--- src/rtl/dmem_arb_pkg.sv ---
// Shared types and encodings for the two-port data-memory arbiter.
// Imported by the arbiter top level and its lock timer.
package dmem_arb_pkg;

    typedef enum logic [1:0] {
        IDLE = 2'd0,
        OWN0 = 2'd1,
        OWN1 = 2'd2
    } arb_state_t;

    localparam logic [1:0] OWN_NONE = 2'b00;
    localparam logic [1:0] OWN_M0   = 2'b01;
    localparam logic [1:0] OWN_M1   = 2'b10;

    localparam logic PORT_CORE = 1'b0;
    localparam logic PORT_EXT  = 1'b1;

    function automatic logic [1:0] owner_of(input arb_state_t s);
        case (s)
            OWN0:    return OWN_M0;
            OWN1:    return OWN_M1;
            default: return OWN_NONE;
        endcase
    endfunction

endpackage

--- src/rtl/arb_lock_timer.sv ---
// Saturating lock-hold counter: load starts a hold at 1, enable counts up to
// MAX_LOCK and sticks there, clear returns to 0. limit flags the final hold cycle.
module arb_lock_timer #(
    parameter int unsigned MAX_LOCK = 8
) (
    input  logic clk,
    input  logic reset,
    input  logic load,
    input  logic enable,
    input  logic clear,
    output logic limit
);

    localparam int unsigned CW = $clog2(MAX_LOCK + 1);
    localparam logic [CW-1:0] LIMIT_VAL = CW'(MAX_LOCK);

    logic [CW-1:0] cnt;

    always_ff @(posedge clk) begin
        if (!reset) begin
            cnt <= '0;
        end else if (clear) begin
            cnt <= '0;
        end else if (load) begin
            cnt <= CW'(1);
        end else if (enable && (cnt != LIMIT_VAL)) begin
            cnt <= cnt + 1'b1;
        end
    end

    assign limit = (cnt == LIMIT_VAL);

endmodule

--- src/rtl/dmem_arbiter.sv ---
// Round-robin arbiter sharing one single-ported dmem between the core (m0)
// and an external master (m1), with a bounded lock for atomic sequences.
module dmem_arbiter
    import dmem_arb_pkg::*;
#(
    parameter int unsigned DATA_W   = 32,
    parameter int unsigned ADDR_W   = 32,
    parameter int unsigned MAX_LOCK = 8
) (
    input  logic              clk,
    input  logic              reset,
    input  logic              m0_req,
    input  logic              m0_we,
    input  logic              m0_lock,
    input  logic [ADDR_W-1:0] m0_addr,
    input  logic [DATA_W-1:0] m0_wdata,
    output logic              m0_gnt,
    output logic              m0_rvalid,
    output logic [DATA_W-1:0] m0_rdata,
    input  logic              m1_req,
    input  logic              m1_we,
    input  logic              m1_lock,
    input  logic [ADDR_W-1:0] m1_addr,
    input  logic [DATA_W-1:0] m1_wdata,
    output logic              m1_gnt,
    output logic              m1_rvalid,
    output logic [DATA_W-1:0] m1_rdata,
    output logic              mem_we,
    output logic [ADDR_W-1:0] mem_addr,
    output logic [DATA_W-1:0] mem_wdata,
    input  logic [DATA_W-1:0] mem_rdata,
    output logic [1:0]        owner
);

    arb_state_t state, next_state;
    logic       rr;
    logic       lock_limit;
    logic       lt_load, lt_clear, lt_enable;

    always_ff @(posedge clk) begin
        if (!reset) begin
            state <= IDLE;
        end else begin
            state <= next_state;
        end
    end

    // A lock ends either on an unlocked access by the owner or on the hold limit.
    always_comb begin
        next_state = state;
        case (state)
            IDLE: begin
                if (m0_gnt && m0_lock) begin
                    next_state = OWN0;
                end else if (m1_gnt && m1_lock) begin
                    next_state = OWN1;
                end
            end
            OWN0: begin
                if ((m0_gnt && !m0_lock) || lock_limit) begin
                    next_state = IDLE;
                end
            end
            OWN1: begin
                if ((m1_gnt && !m1_lock) || lock_limit) begin
                    next_state = IDLE;
                end
            end
            default: next_state = IDLE;
        endcase
    end

    always_comb begin
        m0_gnt    = 1'b0;
        m1_gnt    = 1'b0;
        mem_we    = 1'b0;
        mem_addr  = '0;
        mem_wdata = '0;
        if (reset) begin
            case (state)
                IDLE: begin
                    if (m0_req && (!m1_req || (rr == PORT_CORE))) begin
                        m0_gnt = 1'b1;
                    end else if (m1_req) begin
                        m1_gnt = 1'b1;
                    end
                end
                OWN0:    m0_gnt = m0_req;
                OWN1:    m1_gnt = m1_req;
                default: ;
            endcase
        end
        if (m0_gnt) begin
            mem_we    = m0_we;
            mem_addr  = m0_addr;
            mem_wdata = m0_wdata;
        end else if (m1_gnt) begin
            mem_we    = m1_we;
            mem_addr  = m1_addr;
            mem_wdata = m1_wdata;
        end
    end

    assign owner = owner_of(state);

    assign lt_enable = (state != IDLE);
    assign lt_load   = (state == IDLE) && (next_state != IDLE);
    assign lt_clear  = (state != IDLE) && (next_state == IDLE);

    arb_lock_timer #(
        .MAX_LOCK (MAX_LOCK)
    ) u_lock_timer (
        .clk    (clk),
        .reset  (reset),
        .load   (lt_load),
        .enable (lt_enable),
        .clear  (lt_clear),
        .limit  (lock_limit)
    );

    // A forced release hands priority to the port that was kept waiting.
    always_ff @(posedge clk) begin
        if (!reset) begin
            rr <= PORT_CORE;
        end else if (state == IDLE) begin
            if (m0_gnt) begin
                rr <= PORT_EXT;
            end else if (m1_gnt) begin
                rr <= PORT_CORE;
            end
        end else if (lock_limit) begin
            rr <= (state == OWN0) ? PORT_EXT : PORT_CORE;
        end
    end

    always_ff @(posedge clk) begin
        if (!reset) begin
            m0_rvalid <= 1'b0;
            m1_rvalid <= 1'b0;
            m0_rdata  <= '0;
            m1_rdata  <= '0;
        end else begin
            m0_rvalid <= m0_gnt && !m0_we;
            m1_rvalid <= m1_gnt && !m1_we;
            if (m0_gnt && !m0_we) begin
                m0_rdata <= mem_rdata;
            end
            if (m1_gnt && !m1_we) begin
                m1_rdata <= mem_rdata;
            end
        end
    end

endmodule

--- config.mk ---
export PLATFORM = sky130hd
export DESIGN_NAME = dmem_arbiter
export DESIGN_NICKNAME = d
export VERILOG_FILES = /design/src/rtl/dmem_arb_pkg.sv /design/src/rtl/arb_lock_timer.sv /design/src/rtl/dmem_arbiter.sv
export SDC_FILE = /design/constraint.sdc
export NUM_CORES = 1
export LEC_CHECK = 0
export CORE_AREA = 2 2 116 118
export DETAILED_ROUTE_END_ITERATION = 6
export DIE_AREA = 0 0 118 120
export HOLD_SLACK_MARGIN = 0.08
export PLACE_DENSITY = 0.79
export SYNTH_ARGS = -nofsm -noshare
export SYNTH_HDL_FRONTEND = slang
export SYNTH_SLANG_ARGS = --single-unit
--- constraint.sdc ---
create_clock -name clk -period 2.2 [get_ports clk]
set_clock_uncertainty 0.15 [all_clocks]
set_input_delay 0.44 -clock clk [delete_from_list [all_inputs] [get_ports clk]]
set_output_delay 0.44 -clock clk [all_outputs]
set_load 0.1 [all_outputs]
# After elaboration in Yosys (flattened, before gate mapping)
# Cells that the tools add are included.
# totals
reg_bits,73
in_bits,168
out_inout_bits,135
word_cells,69
# classes
n_addsub,1
n_eq_ne,5
n_mux,26
bitwise_logic,2
n_reduce_logical,27
# op_table
cell,n
32-bit 2-to-1 mux,4
1-bit 2-to-1 mux,14
1-bit logical AND,10
2-bit 2-to-1 mux,4
2-bit nonzero test,4
2-bit case mux with 3 select lines,1
1-bit logical NOT,5
"4-bit by 1-bit adder with 4-bit output, second input constant",1
"4-bit == test, second input constant",1
2-bit logical NOT,2
"4-bit != test, second input constant",1
1-bit case mux with 2 select lines,2
2-bit case mux with 2 select lines,1
1-bit logical OR,3
"3-bit != test, second input constant",1
3-bit OR reduction,1
"2-bit by 1-bit == test with 1-bit output, second input constant",1
"2-bit == test, second input constant",1
1-bit NOT,2
2-bit AND reduction,1
2-bit OR reduction,1

# Depth between registers and ports, before layout
# Gate-level depths: netlist of the first run.
# depth
word_depth,13
mapped_depth,9
depth_no_buf,7

# By module
# From an unflattened synthesis of the first run, not the netlist that was laid out.
# hier_totals
cells_unflattened,391
area_unflattened_um2,3582.2
# by_module_without_submodules
mod,instances,cells_each,area_each_um2,seq_area_each_um2
dmem_arbiter,1,366,3352.0,1381.3
arb_lock_timer,1,25,230.2,80.1

# Worst setup path after synthesis of the first run
# OpenSTA, ideal clock, no wires.
# synth_timing
path_type,input to output
from,in reset
to,out mem_addr[22]
t_arrival_ns,2.910
required_ns,1.610
slack_ns,-1.300
cell_stages,5
n_path_buf,2
path_cell_list,buf_4 > nand2_1 > a211oi_2 > clkbuf_1 > a22o_1
# synth_between
elab_cells_between_ends,4
cone_classes,4 x mux
# synth_rtl
element,line,text
from (decl),dmem_arbiter.sv:11,"input logic reset,"
1-bit 2-to-1 mux,dmem_arbiter.sv:79,if (reset) begin
named net m0_gnt,dmem_arbiter.sv:17,"output logic m0_gnt,"
32-bit 2-to-1 mux,dmem_arbiter.sv:93,if (m0_gnt) begin
to (decl),dmem_arbiter.sv:29,"output logic [ADDR_W-1:0] mem_addr,"
# The timed path passes the listed nets, and every way through them passes these cells.

# Worst setup path in the final report of the first run
# layout_timing
from,reg state[0]
to,out mem_addr[6]
# layout_between
elab_chain_len,5
elab_cells_between_ends,9
cone_classes,2 x eq/ne; 6 x mux; 1 x reduce/logical
# layout_lines
element,line,text
from (decl),dmem_arbiter.sv:35,"arb_state_t state, next_state;"
from (signal assigned),dmem_arbiter.sv:44,state <= next_state;
2-bit == test / 2-bit logical NOT (equally long branches),dmem_arbiter.sv:80,case (state)
1-bit case mux with 2 select lines,dmem_arbiter.sv:80,
1-bit 2-to-1 mux,dmem_arbiter.sv:79,
32-bit 2-to-1 mux,dmem_arbiter.sv:97,end else if (m1_gnt) begin
32-bit 2-to-1 mux *,dmem_arbiter.sv:93,
# Every way passes the cells marked *; elsewhere a longest branch is shown, timed or not.

==> reports/results.ini, run 1 <==
[setup_path]
arrival_ns=1.77
startpoint_type=flop
crit_chain=nor2b_4, a211oi_4, buf_12, buf_6, a22o_4, buf_12
crit_path_top_delay_cell=dfxtp_4
critPathMaxStageDelay_ns=0.38
timing.critical_path.mode_cell=buf_12
r2r_cells=11
worstPathBufferInverterCount=3
reg2reg_from=state[1]$_SDFF_PN0_
crit_type=reg2out
crit_fanout=9
cp.required_ns=1.61
rrSetupSlack_ns=0.14
endpoint_kind=output pin
r2r_end=m1_rdata[15]$_SDFFE_PN0P_
cpLargestDelayFamily=buffers and inverters

[timing]
setup_tns_ns=-8.40
drv_slew=0
post-route-min-period_ns=2.36
setup_viol=67
fin_ws_ns=-0.156
hold_viol=0
fin_crit_sh=1.07
grt_setup_unrepaired=true
fmax_mhz=424
max_slew_margin=0.681
tightest_slew_ns=0.476

[layout]
layout-drive-gt1-share=0.391
mostFrequentLayoutCells=clkdlybuf4s50_1 (164), nand2_1 (130), buf_4 (88)
final_common_cell=clkdlybuf4s50_1
syn_to_final_growth_pct=154
multiInputGateArea_sq_um=2320
design_area_sq_um=8650
num-fill-cells=898
regArea_sq_um=1470
nets=923
instances_no_fill=935

[place]
dp_cells=902
place_area_sq_um=7900
post-place-ws_ns=-0.484
port_buffers=302
finalWeightedCongestion=0.897
hpwlAfterDp_microns=13500

[clock_network]
cts.htree.levels=3
cts_tree=built
cts.sinks=73
clk_pin_slew_worst_paths_ns=0.06
worstSkewPairLatency_ns=0.32
numCtsBuffers=9
ctsHoldBuffers=0
root_buffer=clkbuf_16
clk_path_buf_depth=2

[grt]
antenna_found_initial=1
track_usage=0.235
grt_max_degree=57
grt_pass1_wl_microns=26100
first_global_vias=4736
overflow=0

[die]
die_area_sq_um=14200
coreArea_sq_um=13000
ios=303
die_x_microns=118
num_rows=42
die_y_microns=120
initial_core_util=0.263

[pwr]
comb_power_share=0.460
p_switching_mw=2.05
sw_frac_of_total=0.384
pwr-share-seq=0.261
p_int_mw=3.29
peakVddDrop_mv=0.369
p_leak_nw=3.64
p_total_mw=5.35
power_density_nw_per_um2=618
p_clk_frac=0.279

[synth]
syn_inst=421
ys_ff_latch=73
async_reset_ff_frac=0
synth-edff-count=0
syn_nets=591
synthFlopType=dfxtp_1
synth_seq_area_share=0.428
synth_area_sq_um=3410
yosysUniqueCellTypes=40
syn_avg_cell_area_sq_um=8.10
ys_warn_count=0

[outcome]
violations=negative setup slack
status=finished, violations left

[drt]
vias=4539
drt-total-wl_microns=17500
dr.pass1.iters=5
final_antenna_net_count=0
routed_via_density=4.85
drc=0
wl_per_cell_microns=18.7
initialDrtViolationCount=267

[worst_hold_path]
hold_path_depth=2
hp-start=m0_rdata[18]$_SDFFE_PN0P_
hold_class=reg2reg
hold_path_end=m0_rdata[18]$_SDFFE_PN0P_

[job]
cap_violations=0

==> state kept, by name, indices dropped and copies added (netlist names) <==
signal            count
m1_rdata             32
state                 2
u_lock_timer.cnt      4
m0_rdata             32
rr                    1
m0_rvalid             1
m1_rvalid             1
==> cell type report <==
class	count	area share
Timing Repair Buffer	359	0.497
Multi-Input combinational cell	303	0.268
Sequential cell	73	0.170
Clock buffer	10	0.0276
Tap cell	176	0.0255
Clock inverter	6	0.00752
Inverter	7	0.00318
Antenna cell	1	0.000289
==> per-stage QoR <==
step / hold WS, ns / utilization
2_1_floorplan: 0.323 / -
3_3_place_gp: 0.292 / 0.609
3_5_place_dp: 0.297 / 0.609
4_1_cts: 0.306 / 0.660
5_1_grt: 0.320 / 0.666
6_report: 0.306 / 0.666
==> power by group through the flow <==
stage                     Clock, mW  Sequential [mW]  Combinational, mW
after global placement            0             1.42               2.32
after global routing           1.56             1.40               2.52
after detailed placement          0             1.43               2.34
after CTS                      1.51             1.40               2.45
after floorplan                   0             1.69               1.09
final                          1.49             1.40               2.46
==> worst min-delay path, stage by stage (launching register included) <==
cell and delay, ns:
dfxtp_1 0.31, nand2_1 0.05, a21oi_1 0.05
==> how the worst max path moves through the flow <==
stage | startpoint | end | slack, ns | depth (start not counted)
finish | state[0]$_SDFF_PN0_ | mem_addr[6] | -0.16 | 6
global route | state[0]$_SDFF_PN0_ | mem_addr[6] | -0.22 | 6
CTS | state[0]$_SDFF_PN0_ | mem_addr[1] | -0.16 | 7
detailed placement | m1_req | mem_addr[6] | -0.48 | 7
global placement | m1_req | mem_wdata[7] | -0.46 | 7
floorplan | reset | mem_addr[22] | -0.19 | 5
==> cell usage after synthesis (all sizes together) (3+ instances only) <==
cell,n,area (sq um)
nor3,3,26.3
a21oi,65,325
buf,24,158
inv,5,18.8
nor2,4,15.0
nand2,132,495
clkbuf,14,52.6
o21ai,4,20.0
dfxtp,73,1460
a22o,65,569
==> routing by layer <==
layer	vias up	track usage	part of all wire
met1	2140	0.251	0.36
met2	228	0.448	0.54
li1	2145	-	-
met3	26	0.0518	0.064
met5	-	0	0
met4	0	0.0911	0.035
==> timing repair <==
item | CTS | global route
gates resized for setup | 54 | 13
pin swaps | 2 | 3
buffers inserted | 7 | 4
gates cloned | 5 | 1
endpoints found under the setup margin | 99 | 73
==> cells by family after synthesis <==
| kind of cell | Yosys count | synth area share |
|---|---|---|
| AOI/OAI and AO/OA | 145 | 0.300 |
| adders and majority gates | 2 | 0.00734 |
| buffers and inverters | 45 | 0.0697 |
| DFF | 73 | 0.428 |
| and+or+nand+nor | 156 | 0.195 |
No activity file was read; power rests on OpenSTA's default activity.
==> run 2: changes to the inputs <==
--- a/config.mk
+++ b/config.mk
@@ -5,11 +5,11 @@
 export SDC_FILE = /design/constraint.sdc
 export NUM_CORES = 1
 export LEC_CHECK = 0
-export CORE_AREA = 2 2 116 118
+export CORE_AREA = 2 2 117 119
 export DETAILED_ROUTE_END_ITERATION = 6
-export DIE_AREA = 0 0 118 120
+export DIE_AREA = 0 0 119 121
 export HOLD_SLACK_MARGIN = 0.08
-export PLACE_DENSITY = 0.79
+export PLACE_DENSITY = 0.81
 export SYNTH_ARGS = -nofsm -noshare
 export SYNTH_HDL_FRONTEND = slang
 export SYNTH_SLANG_ARGS = --single-unit
==> constraint.sdc (replaced) <==
create_clock -name clk -period 2.15 [get_ports clk]
set_clock_uncertainty 0.15 [all_clocks]
set_input_delay 0.43 -clock clk [delete_from_list [all_inputs] [get_ports clk]]
set_output_delay 0.43 -clock clk [all_outputs]
set_load 0.02 [all_outputs]
==> reports/results.ini, run 2 (synthesis gave the netlist of run 1 again) <==
[die]
num_rows=42  ; unchanged
die_y_microns=121  ; +0.83%
coreArea_sq_um=13100  ; +0.81%
ios=303  ; unchanged
die_x_microns=119  ; +0.85%
initial_core_util=0.261  ; -0.00211
die_area_sq_um=14400  ; +1.7%

[setup_path]
r2r_end=m0_rdata[23]$_SDFFE_PN0P_
crit_fanout=9  ; unchanged
endpoint_kind=output pin
crit_type=reg2out
startpoint_type=flop
cp.required_ns=1.57  ; -0.04 ns
rrSetupSlack_ns=0.09  ; -0.05 ns
arrival_ns=1.80  ; +0.03 ns
r2r_cells=12  ; +1
reg2reg_from=rr$_SDFFE_PN0P_

[timing]
grt_setup_unrepaired=true
post-route-min-period_ns=2.38
hold_viol=0  ; unchanged
fin_crit_sh=1.11
max_slew_margin=0.800  ; +0.118
drv_slew=0  ; unchanged
fin_ws_ns=-0.227  ; -0.0703 ns
setup_viol=66  ; -1.5%
setup_tns_ns=-11.48  ; -3.08 ns
tightest_slew_ns=0.299  ; -0.177 ns
fmax_mhz=421

[pwr]
peakVddDrop_mv=0.320  ; -13%
power_density_nw_per_um2=527  ; -15%
p_leak_nw=3.07  ; -16%

[outcome]
status=finished, violations left
violations=negative setup slack

[worst_hold_path]
hold_path_depth=2  ; unchanged
hp-start=m0_rdata[11]$_SDFFE_PN0P_
hold_path_end=m0_rdata[11]$_SDFFE_PN0P_
hold_class=reg2reg

[layout]
syn_to_final_growth_pct=127
reg_top3=m0_rdata (32), m1_rdata (32), u_lock_timer.cnt (4)
instances_no_fill=939  ; +0.43%
utilization=0.592  ; -0.0739
layout-drive-gt1-share=0.229  ; -0.161
mostFrequentLayoutCells=clkdlybuf4s50_1 (230), nand2_1 (131), buf_6 (79)
final_common_cell=clkdlybuf4s50_1
num-fill-cells=1089  ; +21%
nets=930  ; +0.76%
diodes=0  ; -1

[place]
finalWeightedCongestion=0.864  ; -3.7%
post-place-ws_ns=-0.963  ; -0.479 ns
dp_cells=903  ; +0.11%
port_buffers=302  ; unchanged
hpwlAfterDp_microns=12100  ; -11%

[drt]
drc=0  ; unchanged
final_antenna_net_count=0  ; unchanged
wl_per_cell_microns=17.5  ; -6.5%
drt-total-wl_microns=16400  ; -6.1%
vias=4419  ; -2.6%
routed_via_density=4.71  ; -3.1%
dr.pass1.iters=4  ; -1
initialDrtViolationCount=244  ; -8.6%

[job]
cap_violations=0  ; unchanged

[clock_network]
cts_tree=built
ctsHoldBuffers=0  ; unchanged
cts.htree.levels=3  ; unchanged
cts.sinks=73  ; unchanged
root_buffer=clkbuf_16
clk_pin_slew_worst_paths_ns=0.06  ; about the same
numCtsBuffers=9  ; unchanged
clk_path_buf_depth=2  ; unchanged
worstSkewPairLatency_ns=0.32  ; about the same

[grt]
track_usage=0.218  ; -0.0169
antenna_found_initial=0  ; -1
first_global_vias=4454  ; -6.0%
overflow=0  ; unchanged
grt_max_degree=44  ; -23%
grt_pass1_wl_microns=24400  ; -6.3%

==> run 2: final cells by class <==
class                   count  area, sq um  area share
well taps                 176          220      0.0284
clock buffers              10          229      0.0295
flip-flops and latches     73         1470       0.189
clock inverters             4         22.5     0.00291
repair buffers            366         3950       0.509
inverters                   7         27.5     0.00355
multi-input cells         303         1840       0.237
==> run 2: metrics by stage <==
stage	hold slack [ns]	total power [mW]	cell area, sq um
CTS	0.304	4.07	7570
floorplan	0.323	1.91	3410
detailed placement	0.296	2.65	6920
global route	0.318	4.28	7750
global placement	0.291	2.65	6920
finish	0.301	4.08	7750
==> run 2: layer usage <==
metal	GRT usage	vias to the layer above	wire length [microns]
met5	0	-	0
met4	0.0707	0	367
met3	0.0672	24	1230
met2	0.369	195	7910
met1	0.264	2045	6910
li1	-	2155	-
==> run 2: how the worst max path moves through the flow <==
stage,start,endpoint,slack [ns],cells past startpoint
final,rr$_SDFFE_PN0P_,mem_addr[24],-0.23,7
after global routing,rr$_SDFFE_PN0P_,mem_we,-0.27,8
after CTS,rr$_SDFFE_PN0P_,mem_wdata[27],-0.22,7
after detailed placement,m1_req,mem_wdata[14],-0.96,7
after global placement,m1_req,mem_addr[7],-0.95,7
after floorplan,reset,mem_addr[0],-0.02,6
==> run 2: critical path: stages, from the launching register on <==
cell	delay, ns
dfxtp_4	0.35
buf_6	0.12
nor3b_4	0.24
nor3_4	0.09
buf_12	0.16
clkbuf_16	0.15
a22o_1	0.21
buf_6	0.14
==> run 2: report_power, final <==
group / leakage (nW) / internal [mW] / switching, mW
clock network: 0.124 / 0.761 / 0.515
logic: 2.35 / 0.805 / 0.575
registers: 0.594 / 1.40 / 0.0269
==> run 2: repair_timing <==
| action | 4_1_cts | 5_1_grt |
|---|---|---|
| pin swaps | 18 | 14 |
| resized for setup | 421 | 25 |
| setup endpoints to repair | 103 | 84 |
| setup buffers | 11 | 5 |
| cloned | 6 | 4 |
==> run 3: changes to the inputs <==
--- a/config.mk
+++ b/config.mk
@@ -5,11 +5,11 @@
 export SDC_FILE = /design/constraint.sdc
 export NUM_CORES = 1
 export LEC_CHECK = 0
-export CORE_AREA = 2 2 117 119
+export CORE_MARGIN = 5
+export CORE_UTILIZATION = 28
 export DETAILED_ROUTE_END_ITERATION = 6
-export DIE_AREA = 0 0 119 121
 export HOLD_SLACK_MARGIN = 0.08
-export PLACE_DENSITY = 0.81
+export PLACE_DENSITY = 0.85
 export SYNTH_ARGS = -nofsm -noshare
 export SYNTH_HDL_FRONTEND = slang
 export SYNTH_SLANG_ARGS = --single-unit
==> reports/results.ini, run 3 (synthesis gave the netlist of run 1 again) <==
[timing]
setup_tns_ns=-11.27  ; +0.208 ns
setup_viol=67  ; +1.5%
hold_viol=0  ; unchanged
max_slew_margin=0.753  ; -0.0464
grt_setup_unrepaired=true
post-route-min-period_ns=2.39  ; +0.0182 ns
drv_slew=0  ; unchanged
hold_ws_ns=0.302  ; +0.000521 ns
fmax_mhz=418  ; -0.76%
fin_crit_sh=1.11  ; +0.00844
fin_ws_ns=-0.245  ; -0.0182 ns
tightest_slew_ns=0.370  ; +0.0706 ns

[drt]
routed_via_density=4.96  ; +5.3%
final_antenna_net_count=0  ; unchanged
dr.pass1.iters=4  ; unchanged
initialDrtViolationCount=317  ; +30%
drt-total-wl_microns=18000  ; +9.5%
drc=0  ; unchanged
vias=4481  ; +1.4%
wl_per_cell_microns=19.9  ; +14%

[grt]
first_global_vias=4591  ; +3.1%
grt_max_degree=58  ; +32%
antenna_found_initial=1  ; +1
overflow=0  ; unchanged
track_usage=0.232  ; +0.0142
grt_pass1_wl_microns=25900  ; +5.8%

[clock_network]
clk_path_buf_depth=2  ; unchanged
cts.htree.levels=3  ; unchanged
cts.sinks=73  ; unchanged
clk_pin_slew_worst_paths_ns=0.06  ; about the same
cts_tree=built
numCtsBuffers=9  ; unchanged
root_buffer=clkbuf_16
ctsHoldBuffers=0  ; unchanged
worstSkewPairLatency_ns=0.32  ; about the same

[layout]
regArea_sq_um=1470  ; about the same
layout-drive-gt1-share=0.224  ; -0.00581
reg_top3=m0_rdata (32), m1_rdata (32), u_lock_timer.cnt (4)
multiInputGateArea_sq_um=1860  ; +1.0%
mostFrequentLayoutCells=clkdlybuf4s50_1 (230), nand2_1 (131), dfxtp_1 (71), buf_6 (71), a21oi_1 (65)
syn_to_final_growth_pct=124
design_area_sq_um=7650  ; -1.4%
nets=921  ; -0.97%
instances_no_fill=904  ; -3.7%
final_common_cell=clkdlybuf4s50_1
num-fill-cells=932  ; -14%

[place]
port_buffers=302  ; unchanged
place_area_sq_um=6770  ; -2.2%
finalWeightedCongestion=0.918  ; +6.3%
dp_cells=865  ; -4.2%
hpwlAfterDp_microns=12900  ; +7.0%

[setup_path]
startpoint_type=flop
crit_path_top_delay_cell=dfxtp_1
arrival_ns=1.81  ; about the same
endpoint_kind=output pin
r2r_cells=8  ; -4
cp.required_ns=1.57  ; about the same
crit_fanout=9  ; unchanged
crit_chain=nor3b_4, nor3_4, buf_6, bufbuf_16, a22o_4, buf_6
crit_type=reg2out
critPathMaxStageDelay_ns=0.34  ; about the same
timing.critical_path.mode_cell=buf_6

[die]
die_area_sq_um=14500  ; +0.62%
initial_core_util=0.285  ; +0.0245
num_rows=40  ; -4.8%
die_x_microns=120  ; +1.2%
ios=303  ; unchanged
coreArea_sq_um=12000  ; -8.6%
die_y_microns=120  ; -0.52%

[job]
cap_violations=0  ; unchanged

[pwr]
power_density_nw_per_um2=543  ; +3.2%
p_leak_nw=3.03  ; -1.1%
peakVddDrop_mv=0.332  ; +3.9%
p_total_mw=4.15  ; +1.8%

[worst_hold_path]
hold_class=reg2reg
hold_path_depth=2  ; unchanged

[outcome]
status=finished, violations left
violations=negative setup slack

## run 3: report_power, final
part	internal (mW)	total (mW)	switching, mW
clock network	0.782	1.35	0.565
logic	0.790	1.38	0.591
registers	1.40	1.43	0.0282
## run 3: repair_timing
item,4_1_cts,5_1_grt
endpoints found under the setup margin,133,72
buffers inserted,14,1
pin swaps,24,30
resized for setup,383,12
cloned,5,2
## run 3: layer usage
| layer | track usage | vias up | wire (microns) |
|---|---|---|---|
| met5 | 0 | - | 0 |
| met4 | 0.0701 | 0 | 536 |
| met3 | 0.103 | 30 | 2010 |
| met2 | 0.393 | 216 | 8540 |
| met1 | 0.263 | 2088 | 6870 |
| li1 | - | 2147 | - |
## run 3: area by class of cell
cell class,count,area share
repair buffers,357,0.502
multi-input cells,303,0.243
flip-flops and latches,73,0.192
clock buffers,10,0.0299
well taps,147,0.0241
clock inverters,6,0.00556
inverters,7,0.00360
diodes,1,0.000327
## run 3: final timing paths
| check | from | to | slack (ns) |
|---|---|---|---|
| hold / removal | m0_rdata[17]$_SDFFE_PN0P_ | m0_rdata[17]$_SDFFE_PN0P_ | 0.30 |
| setup / recovery | state[1]$_SDFF_PN0_ | mem_wdata[26] | -0.24 |
| hold reg to reg | m0_rdata[17]$_SDFFE_PN0P_ | m0_rdata[17]$_SDFFE_PN0P_ | 0.30 |
| setup reg to reg | u_lock_timer.cnt[0]$_SDFFE_PP0P_ | u_lock_timer.cnt[2]$_SDFFE_PP0P_ | 0.10 |
## run 3: per-stage QoR
stage / setup WS [ns] / util
6_report: -0.245 / 0.639
2_1_floorplan: -0.0158 / -
3_5_place_dp: -0.952 / 0.566
4_1_cts: -0.204 / 0.632
3_3_place_gp: -0.906 / 0.566
5_1_grt: -0.274 / 0.639
## run 3: critical path: cells and delay by family (launching register included)
kind	cells	cell delay [ns]
DFF	1	0.34
and+or+nand+nor	2	0.37
buffers and inverters	3	0.54
AOI/OAI and AO/OA	1	0.23
